==> config.mk <==
export PLATFORM = sky130hd
export DESIGN_NAME = axi_xbar
export DESIGN_NICKNAME = d
export VERILOG_FILES = /design/src/rtl/axi_xbar.sv
export SDC_FILE = /design/constraint.sdc
export NUM_CORES = 1
export LEC_CHECK = 0
export ABC_AREA = 1
export CAP_MARGIN = 20
export CORE_AREA = 4 4 227 229
export DETAILED_ROUTE_END_ITERATION = 16
export DIE_AREA = 0 0 231 233
export GPL_TIMING_DRIVEN = 0
export PLACE_DENSITY = 0.36
export SETUP_SLACK_MARGIN = 0.1
export SYNTH_ARGS = -nofsm -noshare
export SYNTH_HDL_FRONTEND = slang
export SYNTH_SLANG_ARGS = --single-unit
==> constraint.sdc <==
create_clock -name ACLK -period 2.2 [get_ports ACLK]
set_clock_uncertainty 0.1 [all_clocks]
set_input_delay 0.55 -clock ACLK [delete_from_list [all_inputs] [get_ports ACLK]]
set_output_delay 0.55 -clock ACLK [all_outputs]
set_load 0.05 [all_outputs]
==> src/rtl/axi_xbar.sv <==
// ---------------------------------------------------------------------------
// axi_xbar
//
// AXI-Lite crossbar connecting NUM_M masters to NUM_S slaves. Each master
// address is decoded against a per-slave base/mask pair. An address that
// matches no slave is routed to an internal error slave, which answers with
// DECERR (2'b11).
//
// Every target (each slave port plus the error slave) has two independent
// arbiters: one for reads and one for writes. Each arbiter is a two-state
// machine, IDLE -> GRANT -> IDLE, with round-robin priority across masters.
// A grant is registered in IDLE and takes effect on the next cycle. In GRANT
// the channels pass combinationally between the owner and the target. The
// grant is released on the R handshake (reads) or the B handshake (writes).
// The crossbar holds no data buffers.
//
// Ports (all buses are packed, index 0 in the least significant slice):
//   ACLK, ARESETn       clock (rising edge) and asynchronous active-low reset
//   *_M                 master-facing AXI-Lite slave ports, NUM_M wide
//                       AR/R: ARADDR_M ARVALID_M ARREADY_M RDATA_M RRESP_M
//                             RVALID_M RREADY_M
//                       AW/W/B: AWADDR_M AWVALID_M AWREADY_M WDATA_M WSTRB_M
//                             WVALID_M WREADY_M BRESP_M BVALID_M BREADY_M
//   *_S                 slave-facing AXI-Lite master ports, NUM_S wide,
//                       same channel set as the master side
// ---------------------------------------------------------------------------
module axi_xbar #(
    parameter int NUM_M         = 2,
    parameter int NUM_S         = 2,
    parameter int AXI_ADDR_BITS = 32,
    parameter int AXI_DATA_BITS = 32,
    parameter logic [NUM_S*AXI_ADDR_BITS-1:0] SLV_BASE = {32'h0001_0000, 32'h0000_0000},
    parameter logic [NUM_S*AXI_ADDR_BITS-1:0] SLV_MASK = {32'hFFFF_0000, 32'hFFFF_0000}
) (
    input  logic                                   ACLK,
    input  logic                                   ARESETn,
    // master read side
    input  logic [NUM_M*AXI_ADDR_BITS-1:0]         ARADDR_M,
    input  logic [NUM_M-1:0]                       ARVALID_M,
    output logic [NUM_M-1:0]                       ARREADY_M,
    output logic [NUM_M*AXI_DATA_BITS-1:0]         RDATA_M,
    output logic [NUM_M*2-1:0]                     RRESP_M,
    output logic [NUM_M-1:0]                       RVALID_M,
    input  logic [NUM_M-1:0]                       RREADY_M,
    // master write side
    input  logic [NUM_M*AXI_ADDR_BITS-1:0]         AWADDR_M,
    input  logic [NUM_M-1:0]                       AWVALID_M,
    output logic [NUM_M-1:0]                       AWREADY_M,
    input  logic [NUM_M*AXI_DATA_BITS-1:0]         WDATA_M,
    input  logic [NUM_M*(AXI_DATA_BITS/8)-1:0]     WSTRB_M,
    input  logic [NUM_M-1:0]                       WVALID_M,
    output logic [NUM_M-1:0]                       WREADY_M,
    output logic [NUM_M*2-1:0]                     BRESP_M,
    output logic [NUM_M-1:0]                       BVALID_M,
    input  logic [NUM_M-1:0]                       BREADY_M,
    // slave read side
    output logic [NUM_S*AXI_ADDR_BITS-1:0]         ARADDR_S,
    output logic [NUM_S-1:0]                       ARVALID_S,
    input  logic [NUM_S-1:0]                       ARREADY_S,
    input  logic [NUM_S*AXI_DATA_BITS-1:0]         RDATA_S,
    input  logic [NUM_S*2-1:0]                     RRESP_S,
    input  logic [NUM_S-1:0]                       RVALID_S,
    output logic [NUM_S-1:0]                       RREADY_S,
    // slave write side
    output logic [NUM_S*AXI_ADDR_BITS-1:0]         AWADDR_S,
    output logic [NUM_S-1:0]                       AWVALID_S,
    input  logic [NUM_S-1:0]                       AWREADY_S,
    output logic [NUM_S*AXI_DATA_BITS-1:0]         WDATA_S,
    output logic [NUM_S*(AXI_DATA_BITS/8)-1:0]     WSTRB_S,
    output logic [NUM_S-1:0]                       WVALID_S,
    input  logic [NUM_S-1:0]                       WREADY_S,
    input  logic [NUM_S*2-1:0]                     BRESP_S,
    input  logic [NUM_S-1:0]                       BVALID_S,
    output logic [NUM_S-1:0]                       BREADY_S
);

    localparam int NT  = NUM_S + 1;             // targets: slaves plus error slave
    localparam int ERR = NUM_S;                 // target index of the error slave
    localparam int MW  = (NUM_M > 1) ? $clog2(NUM_M) : 1;
    localparam int TW  = $clog2(NT);
    localparam int A   = AXI_ADDR_BITS;
    localparam int D   = AXI_DATA_BITS;
    localparam int SB  = AXI_DATA_BITS / 8;

    localparam logic [0:0] ST_IDLE  = 1'b0;
    localparam logic [0:0] ST_GRANT = 1'b1;

    // arbiter state, one entry per target
    logic [0:0]    rd_state   [NT];
    logic [MW-1:0] rd_owner   [NT];
    logic [MW-1:0] rd_ptr     [NT];
    logic          rd_ar_done [NT];
    logic [0:0]    wr_state   [NT];
    logic [MW-1:0] wr_owner   [NT];
    logic [MW-1:0] wr_ptr     [NT];
    logic          wr_aw_done [NT];
    logic          wr_w_done  [NT];

    // error slave response registers
    logic err_rvalid;
    logic err_bvalid;

    // decode and request vectors
    logic [TW-1:0]    ar_sel [NUM_M];
    logic [TW-1:0]    aw_sel [NUM_M];
    logic [NUM_M-1:0] rd_busy;
    logic [NUM_M-1:0] wr_busy;
    logic [NUM_M-1:0] rd_req [NT];
    logic [NUM_M-1:0] wr_req [NT];

    // uniform target-side view: slave ports and the error slave look alike
    logic          t_arready [NT];
    logic          t_rvalid  [NT];
    logic [D-1:0]  t_rdata   [NT];
    logic [1:0]    t_rresp   [NT];
    logic          t_awready [NT];
    logic          t_wready  [NT];
    logic          t_bvalid  [NT];
    logic [1:0]    t_bresp   [NT];

    // per-target handshakes seen through the crossbar
    logic ar_hs [NT];
    logic r_hs  [NT];
    logic aw_hs [NT];
    logic w_hs  [NT];
    logic b_hs  [NT];
    logic wr_release [NT];

    // Lowest slave index wins on overlap, so scan downward and let the
    // last match stand. No match leaves the error slave selected.
    function automatic logic [TW-1:0] decode(input logic [A-1:0] addr);
        logic [TW-1:0] sel;
        sel = TW'(ERR);
        for (int s = NUM_S - 1; s >= 0; s--) begin
            if ((addr & SLV_MASK[s*A +: A]) == SLV_BASE[s*A +: A])
                sel = TW'(s);
        end
        return sel;
    endfunction

    // First requester at or after the priority pointer, wrapping around.
    function automatic logic [MW-1:0] rr_pick(input logic [NUM_M-1:0] req,
                                              input logic [MW-1:0]    ptr);
        logic [MW-1:0] pick;
        logic          found;
        int            idx;
        pick  = ptr;
        found = 1'b0;
        for (int k = 0; k < NUM_M; k++) begin
            idx = (int'(ptr) + k) % NUM_M;
            if (!found && req[idx]) begin
                pick  = MW'(idx);
                found = 1'b1;
            end
        end
        return pick;
    endfunction

    function automatic logic [MW-1:0] rr_next(input logic [MW-1:0] owner);
        return MW'((int'(owner) + 1) % NUM_M);
    endfunction

    // A master that already owns a read (write) grant anywhere stops
    // requesting until that grant releases. This gives each master at most
    // one outstanding read and one outstanding write.
    always_comb begin
        rd_busy = '0;
        wr_busy = '0;
        for (int t = 0; t < NT; t++) begin
            if (rd_state[t] == ST_GRANT) rd_busy[rd_owner[t]] = 1'b1;
            if (wr_state[t] == ST_GRANT) wr_busy[wr_owner[t]] = 1'b1;
        end
        for (int m = 0; m < NUM_M; m++) begin
            ar_sel[m] = decode(ARADDR_M[m*A +: A]);
            aw_sel[m] = decode(AWADDR_M[m*A +: A]);
        end
        for (int t = 0; t < NT; t++) begin
            rd_req[t] = '0;
            wr_req[t] = '0;
            for (int m = 0; m < NUM_M; m++) begin
                rd_req[t][m] = ARVALID_M[m] && !rd_busy[m] && (ar_sel[m] == TW'(t));
                wr_req[t][m] = AWVALID_M[m] && !wr_busy[m] && (aw_sel[m] == TW'(t));
            end
        end
    end

    // Target-side view. The error slave is always ready; the routing logic
    // only uses its readiness while granted, and only until each
    // handshake is done.
    always_comb begin
        for (int s = 0; s < NUM_S; s++) begin
            t_arready[s] = ARREADY_S[s];
            t_rvalid[s]  = RVALID_S[s];
            t_rdata[s]   = RDATA_S[s*D +: D];
            t_rresp[s]   = RRESP_S[s*2 +: 2];
            t_awready[s] = AWREADY_S[s];
            t_wready[s]  = WREADY_S[s];
            t_bvalid[s]  = BVALID_S[s];
            t_bresp[s]   = BRESP_S[s*2 +: 2];
        end
        t_arready[ERR] = 1'b1;
        t_rvalid[ERR]  = err_rvalid;
        t_rdata[ERR]   = '0;
        t_rresp[ERR]   = err_rvalid ? 2'b11 : 2'b00;
        t_awready[ERR] = 1'b1;
        t_wready[ERR]  = 1'b1;
        t_bvalid[ERR]  = err_bvalid;
        t_bresp[ERR]   = err_bvalid ? 2'b11 : 2'b00;
    end

    // Master-side routing and handshake detection. Only the owner of a
    // grant sees anything from a target; everything else stays 0. AR, AW and
    // W are masked once their handshake is done. This prevents a master's
    // follow-on request from reaching the target too early.
    always_comb begin
        int   m;
        logic ar_vld, ar_rdy, aw_vld, aw_rdy, w_vld, w_rdy;
        m = 0;
        ar_vld = 1'b0; ar_rdy = 1'b0;
        aw_vld = 1'b0; aw_rdy = 1'b0;
        w_vld  = 1'b0; w_rdy  = 1'b0;
        ARREADY_M = '0;
        RDATA_M   = '0;
        RRESP_M   = '0;
        RVALID_M  = '0;
        AWREADY_M = '0;
        WREADY_M  = '0;
        BRESP_M   = '0;
        BVALID_M  = '0;
        for (int t = 0; t < NT; t++) begin
            ar_hs[t] = 1'b0;
            r_hs[t]  = 1'b0;
            aw_hs[t] = 1'b0;
            w_hs[t]  = 1'b0;
            b_hs[t]  = 1'b0;
            wr_release[t] = 1'b0;
            if (rd_state[t] == ST_GRANT) begin
                m      = int'(rd_owner[t]);
                ar_vld = ARVALID_M[m] && !rd_ar_done[t];
                ar_rdy = t_arready[t] && !rd_ar_done[t];
                ARREADY_M[m]        = ar_rdy;
                RVALID_M[m]         = t_rvalid[t];
                RDATA_M[m*D +: D]   = t_rdata[t];
                RRESP_M[m*2 +: 2]   = t_rresp[t];
                ar_hs[t] = ar_vld && ar_rdy;
                r_hs[t]  = t_rvalid[t] && RREADY_M[m];
            end
            if (wr_state[t] == ST_GRANT) begin
                m      = int'(wr_owner[t]);
                aw_vld = AWVALID_M[m] && !wr_aw_done[t];
                aw_rdy = t_awready[t] && !wr_aw_done[t];
                w_vld  = WVALID_M[m] && !wr_w_done[t];
                w_rdy  = t_wready[t] && !wr_w_done[t];
                AWREADY_M[m]      = aw_rdy;
                WREADY_M[m]       = w_rdy;
                BVALID_M[m]       = t_bvalid[t];
                BRESP_M[m*2 +: 2] = t_bresp[t];
                aw_hs[t] = aw_vld && aw_rdy;
                w_hs[t]  = w_vld && w_rdy;
                b_hs[t]  = t_bvalid[t] && BREADY_M[m];
                wr_release[t] = b_hs[t] && (wr_aw_done[t] || aw_hs[t])
                                        && (wr_w_done[t]  || w_hs[t]);
            end
        end
    end

    // Slave-side routing: forward the owner's request channels to each
    // real slave port.
    always_comb begin
        ARADDR_S  = '0;
        ARVALID_S = '0;
        RREADY_S  = '0;
        AWADDR_S  = '0;
        AWVALID_S = '0;
        WDATA_S   = '0;
        WSTRB_S   = '0;
        WVALID_S  = '0;
        BREADY_S  = '0;
        for (int s = 0; s < NUM_S; s++) begin
            if (rd_state[s] == ST_GRANT) begin
                ARADDR_S[s*A +: A] = ARADDR_M[int'(rd_owner[s])*A +: A];
                ARVALID_S[s]       = ARVALID_M[rd_owner[s]] && !rd_ar_done[s];
                RREADY_S[s]        = RREADY_M[rd_owner[s]];
            end
            if (wr_state[s] == ST_GRANT) begin
                AWADDR_S[s*A +: A]  = AWADDR_M[int'(wr_owner[s])*A +: A];
                AWVALID_S[s]        = AWVALID_M[wr_owner[s]] && !wr_aw_done[s];
                WDATA_S[s*D +: D]   = WDATA_M[int'(wr_owner[s])*D +: D];
                WSTRB_S[s*SB +: SB] = WSTRB_M[int'(wr_owner[s])*SB +: SB];
                WVALID_S[s]         = WVALID_M[wr_owner[s]] && !wr_w_done[s];
                BREADY_S[s]         = BREADY_M[wr_owner[s]];
            end
        end
    end

    // Arbiter state machines and error-slave responses. Reset aborts any
    // transaction in flight without producing a response.
    always_ff @(posedge ACLK or negedge ARESETn) begin
        if (!ARESETn) begin
            for (int t = 0; t < NT; t++) begin
                rd_state[t]   <= ST_IDLE;
                rd_owner[t]   <= '0;
                rd_ptr[t]     <= '0;
                rd_ar_done[t] <= 1'b0;
                wr_state[t]   <= ST_IDLE;
                wr_owner[t]   <= '0;
                wr_ptr[t]     <= '0;
                wr_aw_done[t] <= 1'b0;
                wr_w_done[t]  <= 1'b0;
            end
            err_rvalid <= 1'b0;
            err_bvalid <= 1'b0;
        end else begin
            for (int t = 0; t < NT; t++) begin
                if (rd_state[t] == ST_IDLE) begin
                    if (|rd_req[t]) begin
                        rd_state[t]   <= ST_GRANT;
                        rd_owner[t]   <= rr_pick(rd_req[t], rd_ptr[t]);
                        rd_ar_done[t] <= 1'b0;
                    end
                end else begin
                    if (ar_hs[t]) rd_ar_done[t] <= 1'b1;
                    if (r_hs[t]) begin
                        rd_state[t]   <= ST_IDLE;
                        rd_ptr[t]     <= rr_next(rd_owner[t]);
                        rd_ar_done[t] <= 1'b0;
                    end
                end

                if (wr_state[t] == ST_IDLE) begin
                    if (|wr_req[t]) begin
                        wr_state[t]   <= ST_GRANT;
                        wr_owner[t]   <= rr_pick(wr_req[t], wr_ptr[t]);
                        wr_aw_done[t] <= 1'b0;
                        wr_w_done[t]  <= 1'b0;
                    end
                end else begin
                    if (aw_hs[t]) wr_aw_done[t] <= 1'b1;
                    if (w_hs[t])  wr_w_done[t]  <= 1'b1;
                    if (wr_release[t]) begin
                        wr_state[t]   <= ST_IDLE;
                        wr_ptr[t]     <= rr_next(wr_owner[t]);
                        wr_aw_done[t] <= 1'b0;
                        wr_w_done[t]  <= 1'b0;
                    end
                end
            end

            // error read response appears the cycle after the AR handshake
            if (r_hs[ERR])
                err_rvalid <= 1'b0;
            else if (ar_hs[ERR])
                err_rvalid <= 1'b1;

            // error write response waits for both AW and W, in either order
            if (b_hs[ERR])
                err_bvalid <= 1'b0;
            else if (wr_state[ERR] == ST_GRANT && !err_bvalid
                     && (wr_aw_done[ERR] || aw_hs[ERR])
                     && (wr_w_done[ERR]  || w_hs[ERR]))
                err_bvalid <= 1'b1;
        end
    end

endmodule

Word-level counts from Yosys, hierarchy flattened
Index checks and enable logic that the tools add are counted.
Widths: inputs -> output; s select.
Word-level totals
  logic and storage cells: 568
  bits in latches: 0
  bits in writable memories: 0
  output and inout bits: 292
  register bits: 29
  memories: 0
  input bits: 294
  ROM bits: 0
Operators by class
  shifts and indexed selects: 26
  reductions and logical operators: 150
  multiply operators: 0
  order comparisons: 36
  add/sub/neg operators: 21
  equality and inequality tests: 21
  divide/modulo/power cells: 0
  bitwise operators: 24
  muxes and demuxes: 261
Operators with widths (count)
  $shiftx 64x7->32: 6
  $neg 2->33: 6
  $shift 2x33->4 const A: 6
  $shiftx 2x33->4: 6
  $mux 32: 6
  $mux 64: 3
  $shift 32x33->64 const A: 3
  $mux 1: 185
  $bwmux 64: 2
  $logic_not 32->1: 4
  $shiftx 32x33->64: 2
  $neg 6->33: 3
  $logic_and 1x1->1: 79
  $and 64x64->64: 1
  $eq 16x1->1 const B: 4
  $shiftx 32x33->64 const A: 1
  $mux 2: 31
  $reduce_and 2->1: 21
  $lt 1x2->1 const B: 18
  $mux 4: 8
  $ne 3x1->1 const B: 9
  $bwmux 2: 10
  $logic_not 1->1: 20
  $lt 2x3->1 const B: 6
  other kinds (16): 99

Logic depth before layout (Yosys ltp)
Gate-level depths: netlist (run 1).
  depth in word-level cells: 20
  gate-level depth with buffers: 11
  mapped depth without buffers: 10

Least setup slack after synthesis (run 1)
OpenSTA, ideal clock, no wires.
  path kind: register -> output
  start point: reg wr_state[2] (netlist bit)
  end point: out AWVALID_S[0]
  arrival: 2109 ps
  required time: 1550 ps
  stages on the path, launching flop included: 4
  slack: -559 ps
  path through: dfrtp_1 > buf_2 > inv_1 > nor4_1
Between the ends
  cells in the longest elaborated chain, start to end: 1
RTL lines
  start: declaration: RTL line 93  | logic [0:0] wr_state [NT];
  start signal: indexed assignment: RTL line 305  | wr_state[t] <= ST_IDLE;
  start signal: indexed assignment: RTL line 332  | wr_state[t] <= ST_GRANT;
  start signal: indexed assignment: RTL line 341  | wr_state[t] <= ST_IDLE;
  $mux 1: RTL line 285  | if (wr_state[s] == ST_GRANT) begin
  end: declaration: RTL line 66  | output logic [NUM_S-1:0] AWVALID_S,
No other way between the ends.

Worst setup path in the final report (run 1)
  start point: reg wr_owner[1] (netlist bit)
  end point: out AWADDR_S[59]
Between the ends
  cells in the longest elaborated chain, start to end: 2
RTL lines
  start: declaration: RTL line 94  | logic [MW-1:0] wr_owner [NT];
  start signal: indexed assignment: RTL line 333  | wr_owner[t] <= rr_pick(wr_req[t], wr_ptr[t]);
  $shiftx 64x7->32: RTL line 286  | AWADDR_S[s*A +: A] = AWADDR_M[int'(wr_owner[s])*A +: A];
  $mux 32: RTL line 285
  end: declaration: RTL line 65  | output logic [NUM_S*AXI_ADDR_BITS-1:0] AWADDR_S,
No other way between the ends.

==> out/qor.yml, run 1 <==
placement:
  dp_worst_setup_slack_ns: -1.073
  dp_hpwl_mm: 42.82
  port_buffers: 585
  gp_congestion: 0.8172
  dp.cells: 2330
routing:
  initialDrtViolationCount: 482
  vias: 10530
  wirelength_mm: 54.51
  viasPerCell: 4.258
  wire_per_inst_um: 22.05
  ant_nets: 0
  drc: 0
  dr.pass1.iters: 5
min_path:
  hp-class: "in2async"
sta:
  whs_ns: 0.2204
  worst_pin_slew_ns: 0.7127
  layout_setup_ws_ns: -0.1839
  layout_min_cycle_time_ns: 2.384
  max_freq_ghz: 0.4195
  setup_violations: 188
  hold_viol_final: 0
  slew_headroom_pct: 52.49
  layout_worst_path_cycle_share_pct: 108.4
  drv_slew: 0
  rsz0062_at_grt: "true"
floorplanning:
  die-height_um: 233
  start_util_pct: 11.47
  die-area_sq_mm: 0.05382
  io_pins: 586
  core-area_sq_mm: 0.04966
  rows: 82
  die_x_um: 231
pwr:
  total_power_mw: 6.351
  ir_worst_vdd_v: 0.0003761
  power.leakage_nw: 8.010
  power_density_mw_per_mm2: 326.6
setup_path:
  worstSetupEndpoint: "AWADDR_S[59]"
  required_ns: 1.55
  reg2reg_from: "rd_owner[0]"
  ff2ff_path_depth: 10
  start_kind: "flip-flop"
  critPathMaxStageDelay_ns: 0.37
  crit_slowest_cell: "dfrtp_1"
  regToRegEndpoint: "rd_owner[1]"
  criticalPathCategory: "reg2out"
  r2r_setup_slack_ns: 0.16
  path_cells: "buf_6 > nor2_8 > inv_8 > buf_12 > buf_12 > o22ai_4 > buf_6"
  worstPathArrival_ns: 1.73
  startpoint: "wr_owner[1]"
  critPathMaxFanout: 10
  end_kind: "primary output"
logic_synthesis:
  ys_types: 32
  avgSynthCellArea_sq_um: 5.309
  synth-edff-count: 0
  synthTopCellsByArea: "o22ai_1, inv_1, dfrtp_1"
  ys.flop_type: "dfrtp_1"
  ys_seq_area_share_pct: 12.74
  syn_inst: 1073
  async_reset_ff_share_pct: 100.0
  netlist_area_sq_mm: 0.005697
  yosysWarningCount: 0
  yosys.area.top_type: "o22ai_1"
  synth-seq-cells: 29
  syn-num-nets: 1367
  yosys.area.top_type_share_pct: 21.96
outcome:
  violations: "setup timing"
  outcome: "finished, violations left"
cts:
  cts_buffer_depth: 2
  root_buffer: "clkbuf_16"
  cts_made_buffers: 5
  cts_hold_buffers: 0
  cts_tree: "built"
  htree_levels: 2
  clkTransAtPathRegs_ns: 0.05
  numClockSinks: 29
  clock_latency_ns: 0.27
run:
  max-cap-violations: 0
global_route:
  grt_antenna_before_repair: 18
  grt_overflow: 0
  grt_pass1_wl_mm: 76.48
  grt_pass1_vias: 11030
  grt_max_degree: 30
  track_usage_pct: 18.81
layout:
  nNetsFinal: 2084
  synthToLayoutAreaGrowth_pct: 241.3
  final_cells: 2472
  num-fill-cells: 5081
  drive_gt1_share_pct: 52.76
layout by cell type (no fill, tap or decap), drive strengths merged:
master / n
diode: 9
clkdlybuf4s15: 2
nand3: 67
o2111ai: 1
clkdlybuf4s50: 263
nor4: 3
a22oi: 6
nand2: 185
dfrtp: 29
o21ai: 52
dlymetal6s2s: 2
clkinv: 2
a21oi: 81
a221oi: 1
buf: 453
clkbuf: 44
a31oi: 10
dlygate4sd2: 25
nand3b: 2
inv: 248
clkinvlp: 4
nand4: 26
o211ai: 4
nor2: 72
o31ai: 2
nor3: 7
o22ai: 200
worst max-delay path: cells and delay by family, from the launching register on:
family                 cells  cell delay [ns]
buffers and inverters      5             0.74
flip-flops                 1             0.37
AND/OR/NAND/NOR            1             0.18
AO/OA/AOI/OAI              1             0.13
repair_timing:
item	4_1_cts	5_1_grt
pin swaps	64	47
setup buffers	65	30
endpoints found under the setup margin	292	305
gates cloned	22	9
resized for setup	2645	171
hold endpoints to repair	0	0
worst min path at each step:
stage | from | end | cells past startpoint
2_1_floorplan | ARESETn | err_bvalid | 0
3_3_place_gp | wr_ptr[0] | wr_ptr[0] | 2
3_5_place_dp | wr_ptr[0] | wr_ptr[0] | 2
4_1_cts | ARESETn | wr_owner[1] | 1
5_1_grt | ARESETn | wr_ptr[1] | 1
6_report | ARESETn | wr_owner[1] | 1
routing by layer:
layer / up-vias / global-route usage (%) / routed length [um]
li1: 5135 / - / -
met3: 60 / 4.542 / 2956
met5: - / 0 / 42
met1: 5032 / 21.88 / 21410
met4: 8 / 4.022 / 995
met2: 290 / 34.90 / 29100
per-stage QoR:
step / utilization, % / setup TNS (ns) / instance area (sq um)
finish: 39.16 / -18.26 / 19440
global route: 39.15 / -33.19 / 19440
CTS: 36.89 / -21.46 / 18320
detailed placement: 29.24 / -235.84 / 14520
global placement: 29.25 / -242.31 / 14530
floorplan: - / -9.469 / 7830
flip-flops by register name, summed over array words and instances, names as in the netlist:
register and flops:
wr_state 3, err_bvalid 1, wr_aw_done 3, wr_owner 3
rd_owner 3, rd_ar_done 3, rd_state 3, err_rvalid 1
wr_ptr 3, rd_ptr 3, wr_w_done 3
cells in the mapped netlist (10+ instances only):
master / count
clkbuf_1: 30
a21oi_1: 81
dfrtp_1: 29
nand3_1: 65
buf_2: 25
nor2_1: 68
o22ai_1: 200
buf_1: 17
nand2_1: 180
o21ai_0: 49
inv_1: 243
a31oi_1: 10
nand4_1: 26
where the power goes:
group / leakage [nW] / internal (mW) / total [mW] / switching, mW
logic: 7.57 / 1.93 / 4.88 / 2.95
clock network: 0.0696 / 0.414 / 0.659 / 0.245
registers: 0.368 / 0.656 / 0.810 / 0.154
logic make-up (layout without fill, tap and decap cells):
kind of cell | Yosys count | after routing | share of synthesized area (%)
flops | 29 | 29 | 12.74
other cells | 0 | 9 | 0
compound gates | 357 | 357 | 36.70
simple gates | 362 | 362 | 28.40
buf+inv | 325 | 1043 | 22.16
layout make-up:
cell class | instances | area, sq um | share of cell area (%)
well taps | 672 | 840.8 | 4.324
clock inverters | 3 | 17.52 | 0.09009
inverters | 250 | 992.2 | 5.103
plain buffers | 74 | 1319 | 6.782
flip-flops and latches | 29 | 732.0 | 3.764
multi-input cells | 719 | 7169 | 36.87
diodes | 9 | 22.52 | 0.1158
repair buffers | 710 | 8218 | 42.27
repair inverters | 1 | 7.507 | 0.03861
clock buffers | 5 | 125.1 | 0.6435
No activity file was read; power rests on OpenSTA's default activity.
==> run 2, diff against run 1 <==
--- a/config.mk
+++ b/config.mk
@@ -8,6 +8,7 @@
 export ABC_AREA = 1
 export CAP_MARGIN = 20
 export CORE_AREA = 4 4 227 229
+export CTS_CLUSTER_SIZE = 10
 export DETAILED_ROUTE_END_ITERATION = 16
 export DIE_AREA = 0 0 231 233
 export GPL_TIMING_DRIVEN = 0
==> results of run 2 <==
Same layout as run 1: the final DEF is identical, and so are final timing and power.
